[config.mk]
export PLATFORM = sky130hd
export DESIGN_NAME = wide_addsub_seq
export DESIGN_NICKNAME = d
export VERILOG_FILES = /design/src/rtl/wide_addsub_seq.sv
export SDC_FILE = /design/constraint.sdc
export NUM_CORES = 1
export LEC_CHECK = 0
export ABC_CLOCK_PERIOD_IN_PS = 2460
export CORE_MARGIN = 2
export CORE_UTILIZATION = 45
export CTS_CLUSTER_DIAMETER = 80
export DETAILED_ROUTE_END_ITERATION = 10
export PLACE_DENSITY = 0.76
export SETUP_SLACK_MARGIN = 0.5
export SLEW_MARGIN = 25
export SYNTH_ARGS = -nofsm -noshare
export SYNTH_HDL_FRONTEND = slang
export SYNTH_SLANG_ARGS = --single-unit
[constraint.sdc]
create_clock -name clk -period 2.46 [get_ports clk]
set_clock_uncertainty 0.15 [all_clocks]
set_input_delay 0.492 -clock clk [delete_from_list [all_inputs] [get_ports clk]]
set_output_delay 0.492 -clock clk [all_outputs]
set_load 0.02 [all_outputs]
[src/rtl/wide_addsub_seq.sv]
// Multi-cycle WORDS*W-bit adder/subtractor that time-shares one external W-bit
// adder slice, LSW first. Optional signed-overflow output under ADDSUB_OVF_EN.
module wide_addsub_seq #(
  parameter int W     = 16,
  parameter int WORDS = 4
) (
  input  logic                 clk,
  input  logic                 rst_n,
  input  logic                 start,
  input  logic                 sub,
  input  logic [W*WORDS-1:0]   a,
  input  logic [W*WORDS-1:0]   b,
  output logic [W-1:0]         add_a,
  output logic [W-1:0]         add_b,
  output logic                 add_cin,
  input  logic [W-1:0]         add_sum,
  input  logic                 add_cout,
  output logic                 busy,
  output logic                 done,
  output logic [W*WORDS-1:0]   result,
  output logic                 c_out,
`ifdef ADDSUB_OVF_EN
  output logic                 ovf,
`endif
  output logic [1:0]           dbg_state
);

  localparam int IW = (WORDS > 1) ? $clog2(WORDS) : 1;

  typedef enum logic [1:0] {
    S_IDLE = 2'd0,
    S_RUN  = 2'd1,
    S_DONE = 2'd2
  } state_t;

  state_t                   state_q, state_d;
  logic [IW-1:0]            idx_q;
  logic [WORDS-1:0][W-1:0]  a_q, b_q, result_q;
  logic                     sub_q;
  logic                     carry_q;
  logic                     c_out_q;
  logic                     last_word;
  logic                     accept;

  // Handshake: start is a request accepted whenever busy is low (IDLE or DONE);
  // there is no backpressure, a start seen while busy is simply dropped. done
  // pulses for one cycle and result/c_out stay valid until the next accept.
  assign accept    = start && (state_q != S_RUN);
  assign last_word = (idx_q == IW'(WORDS - 1));

  always_ff @(posedge clk or negedge rst_n) begin
    if (!rst_n) begin
      state_q <= S_IDLE;
    end else begin
      state_q <= state_d;
    end
  end

  always_comb begin
    state_d = state_q;
    case (state_q)
      S_IDLE:  if (start) state_d = S_RUN;
      S_RUN:   if (last_word) state_d = S_DONE;
      S_DONE:  state_d = start ? S_RUN : S_IDLE;
      default: state_d = S_IDLE;
    endcase
  end

  always_comb begin
    busy    = (state_q == S_RUN);
    done    = (state_q == S_DONE);
    add_a   = '0;
    add_b   = '0;
    add_cin = 1'b0;
    if (state_q == S_RUN) begin
      add_a   = a_q[idx_q];
      add_b   = b_q[idx_q] ^ {W{sub_q}};
      add_cin = (idx_q == '0) ? sub_q : carry_q;
    end
  end

  // Operand latch, word sequencing and result capture.
  always_ff @(posedge clk or negedge rst_n) begin
    if (!rst_n) begin
      a_q      <= '0;
      b_q      <= '0;
      sub_q    <= 1'b0;
      idx_q    <= '0;
      carry_q  <= 1'b0;
      result_q <= '0;
      c_out_q  <= 1'b0;
    end else if (accept) begin
      a_q   <= a;
      b_q   <= b;
      sub_q <= sub;
      idx_q <= '0;
    end else if (state_q == S_RUN) begin
      result_q[idx_q] <= add_sum;
      carry_q         <= add_cout;
      idx_q           <= last_word ? '0 : idx_q + IW'(1);
      if (last_word) begin
        c_out_q <= add_cout;
      end
    end
  end

`ifdef ADDSUB_OVF_EN
  logic ovf_q;
  logic a_msb;
  logic beff_msb;

  assign a_msb    = a_q[WORDS-1][W-1];
  assign beff_msb = b_q[WORDS-1][W-1] ^ sub_q;

  // Same-sign operands producing a result of the other sign overflowed.
  always_ff @(posedge clk or negedge rst_n) begin
    if (!rst_n) begin
      ovf_q <= 1'b0;
    end else if (state_q == S_RUN && last_word) begin
      ovf_q <= (a_msb == beff_msb) && (add_sum[W-1] != a_msb);
    end
  end

  assign ovf = ovf_q;
`endif

  assign result    = result_q;
  assign c_out     = c_out_q;
  assign dbg_state = state_q;

endmodule

==> results.yml <==
logic_synthesis:
  synthDistinctLibCells: 23
  postSynthAreaPerCell_um2: 16.22
  mappedNetlistArea_mm2: 0.008613
  synth_top_cell_by_area: "sky130_fd_sc_hd__dfrtp_1"
  synth.ff_latch_count: 199
  synth_largest_type_area_fraction_pct: 57.82
  synth.yosys.seq_area_share_pct: 57.82
  synth_fp_nets: 684
  ys_warn_count: 0
  post_synth_inst_count: 531
  yosys-top-cells-area: "sky130_fd_sc_hd__dfrtp_1 (58%), sky130_fd_sc_hd__mux2_2 (25%), sky130_fd_sc_hd__mux4_2 (6.8%), sky130_fd_sc_hd__mux4_1 (1.8%), sky130_fd_sc_hd__xnor2_1 (1.6%)"
setup_path:
  critical_path.endpoint_type: "primary output"
  critical_path_start_type: "register"
  timing_worst_setup_path_type: "reg2out"
  timing.critical_path.fanout_max: 11
  worst-r2r-cell-count: 9
  worst-r2r-setup-slack_ns: 0.33
  crit-reg2reg-capture: "result[13]"
  worstPathArrival_ns: 2.04
  reg2reg_from: "idx_q[0]"
  critical_path_required_ns: 1.82
power_and_ir_drop:
  net-switching-power_w: 0.006886
  design_power_total_w: 0.01916
  power.sequential.fraction_pct: 30.7
  power.combinational.fraction_pct: 54.8
  vdd_drop_max_mv: 0.8443
  p_leak_nw: 5.624
  power_switching_share_pct: 35.94
  clockPowerShare_pct: 14.5
  power_density_mw_per_mm2: 1511
  cell_internal_pwr_w: 0.01227
detailed_routing:
  wire_per_inst_um: 20.31
  post-route-drc-count: 0
  detail_route.wirelength_um: 21570
  final_antenna_net_count: 0
  viasPerCell: 5.225
  drt-pass1-iter-count: 4
  via_count: 5549
  number_of_design_rule_violations_left_by_the_first_detailed_router_iteration: 156
layout:
  fillerInstances: 1319
  drive_gt1_share_pct: 47.22
  final_net_count: 968
  final_common_cell: "sky130_fd_sc_hd__dfrtp_1"
  final-instance-count-excl-fill: 1062
  layout-area-overhead-vs-synth_pct: 47.27
  postLayoutCellArea_mm2: 0.01268
  antenna-diode-count: 0
  layout_common_cells: "sky130_fd_sc_hd__dfrtp_1 (196), sky130_fd_sc_hd__clkdlybuf4s50_1 (147), sky130_fd_sc_hd__mux2_2 (135)"
place:
  placed_cells: 1007
  port-buffer-count: 250
  globalplace.congestion: 0.7861
  placed_area_mm2: 0.01153
  hpwl_um: 14680
die:
  initial_core_util_pct: 45.89
  row_count: 50
  die_width_um: 142.4
  die_h_um: 142.4
  ios: 251
  placeableCoreArea_mm2: 0.01877
  dieArea_mm2: 0.02026
clocking:
  cts.htree.levels: 4
  cts.sinks: 199
  ctsRootBufferMaster: "sky130_fd_sc_hd__clkbuf_16"
  cts-buffers-inserted: 17
  clock_tree_from_tritoncts: "yes"
  cts-root-to-sink-buffers: 2
  clk_transition_reported_paths_ns: 0.07
  worstSkewPairLatency_ns: 0.42
global_routing:
  antenna_found_initial: 0
  first_global_vias: 5971
  grt_overflow_total: 0
  grt_start_max_net_pins: 71
  grt_pass1_wl_um: 32570
  grt_usage_pct: 21.13
outcome:
  status: "finished, violations left"
  failed_checks: "setup timing"
timing:
  max_freq_ghz: 0.3729
  setup_repair_after_global_routing_missed_its_margin: "yes"
  fin_ws_ns: -0.2213
  max-slew-margin-rel_pct: 68.55
  worstMarginPinSlew_ns: 0.4717
  min_period_over_period_pct: 109.0
  post-route-min-period_ns: 2.681
  timing_max_transition_violations_final: 0
  final-hold-violation-count: 0
  setup_violation_total_in_the_final_timing_report: 33
  whs_ns: 0.3402
worst_hold_path:
  cell_depth_of_the_worst_hold_path: 2
  min_to: "carry_q"
  class_of_the_most_critical_hold_timing_path: "reg2reg"
  timing.hold.worst.start: "carry_q"
job:
  maxCapViolCount: 0
## timing repair
action / in CTS / in global routing
hold buffers: 1 / 0
cloned: 2 / 4
gates resized for setup: 287 / 84
setup buffers: 4 / 12
endpoints found under the hold margin: 40 / 0
endpoints found under the setup margin: 167 / 64
pin swaps: 14 / 13
## registers in the layout, indices dropped and copies added, names as in the netlist
signal,flops
a_q,64
b_q,64
c_out,1
carry_q,1
dbg_state,2
idx_q,2
result,64
sub_q,1
## cells in the mapped netlist
cell type	count
sky130_fd_sc_hd__o22ai_1	1
sky130_fd_sc_hd__buf_6	3
sky130_fd_sc_hd__ha_1	4
sky130_fd_sc_hd__clkbuf_1	5
sky130_fd_sc_hd__buf_12	2
sky130_fd_sc_hd__mux4_1	6
sky130_fd_sc_hd__buf_4	12
sky130_fd_sc_hd__nand2_1	5
sky130_fd_sc_hd__xnor2_1	16
sky130_fd_sc_hd__nand2_2	4
sky130_fd_sc_hd__mux4_2	26
sky130_fd_sc_hd__inv_2	1
sky130_fd_sc_hd__buf_2	10
sky130_fd_sc_hd__and2_1	16
sky130_fd_sc_hd__mux2_2	194
sky130_fd_sc_hd__nand2b_4	1
sky130_fd_sc_hd__nand3_1	1
sky130_fd_sc_hd__nor2b_1	1
sky130_fd_sc_hd__o31ai_1	2
sky130_fd_sc_hd__dfrtp_1	199
sky130_fd_sc_hd__inv_1	4
sky130_fd_sc_hd__mux2i_1	1
sky130_fd_sc_hd__nor2_1	17
## cell type report
type / count / area (um2) / area share (%)
tap: 234 / 292.8 / 2.308
multi-input combinational: 300 / 3908 / 30.80
clock inverter: 13 / 131.4 / 1.036
timing repair buffer: 292 / 2885 / 22.75
clock buffer: 19 / 452.9 / 3.571
sequential: 199 / 4984 / 39.29
inverter: 5 / 31.28 / 0.2466
## power by group through the flow
stage | Combinational [W] | Sequential [W] | Clock (W)
2_1_floorplan | 0.00543 | 0.00631 | 0
3_3_place_gp | 0.00936 | 0.00578 | 0
3_5_place_dp | 0.00954 | 0.00591 | 0
4_1_cts | 0.00966 | 0.00585 | 0.00284
5_1_grt | 0.0111 | 0.00608 | 0.00299
6_report | 0.0105 | 0.00588 | 0.00278
## layer usage
metal / GRT usage (%) / wire length, um / vias up
met5: 0 / 0 / -
met4: 6.566 / 330 / 0
met1: 26.92 / 8866 / 2846
met3: 5.148 / 1283 / 22
li1: - / - / 2486
met2: 35.93 / 11090 / 195
## metrics by stage
step	TNS, ns	setup slack [ns]	util, %
finish	-5.416	-0.2213	67.59
global route	-8.228	-0.3123	67.59
CTS	-5.423	-0.2683	65.10
floorplan	0	0.3037	-
global placement	-4.756	-0.2311	61.44
detailed placement	-4.967	-0.2428	61.44
## cell families after synthesis
logic type / share of synthesized area [%]
XOR/XNOR: 1.627
flip-flops: 57.82
AND/OR/NAND/NOR: 2.702
adder cells (fa/ha/maj): 0.5811
multiplexers: 34.11
buffers and inverters: 2.920
AO/OA/AOI/OAI: 0.2469
## worst max path at each step
stage	slack, ns	to	cells past startpoint	startpoint
global route	-0.31	add_b[0]	6	idx_q[0]
finish	-0.22	add_a[2]	6	idx_q[0]
global placement	-0.23	add_b[4]	5	idx_q[0]
CTS	-0.27	add_b[0]	6	idx_q[0]
detailed placement	-0.24	add_b[4]	5	idx_q[0]
floorplan	0.30	add_b[0]	5	idx_q[0]
## critical path: stages (launching register included)
cell and delay, ns:
sky130_fd_sc_hd__dfrtp_2 0.43, sky130_fd_sc_hd__buf_4 0.14, sky130_fd_sc_hd__buf_12 0.13, sky130_fd_sc_hd__buf_4 0.12, sky130_fd_sc_hd__mux4_2 0.48, sky130_fd_sc_hd__and2_1 0.17, sky130_fd_sc_hd__buf_2 0.15
(Power assumes the default switching activity.)
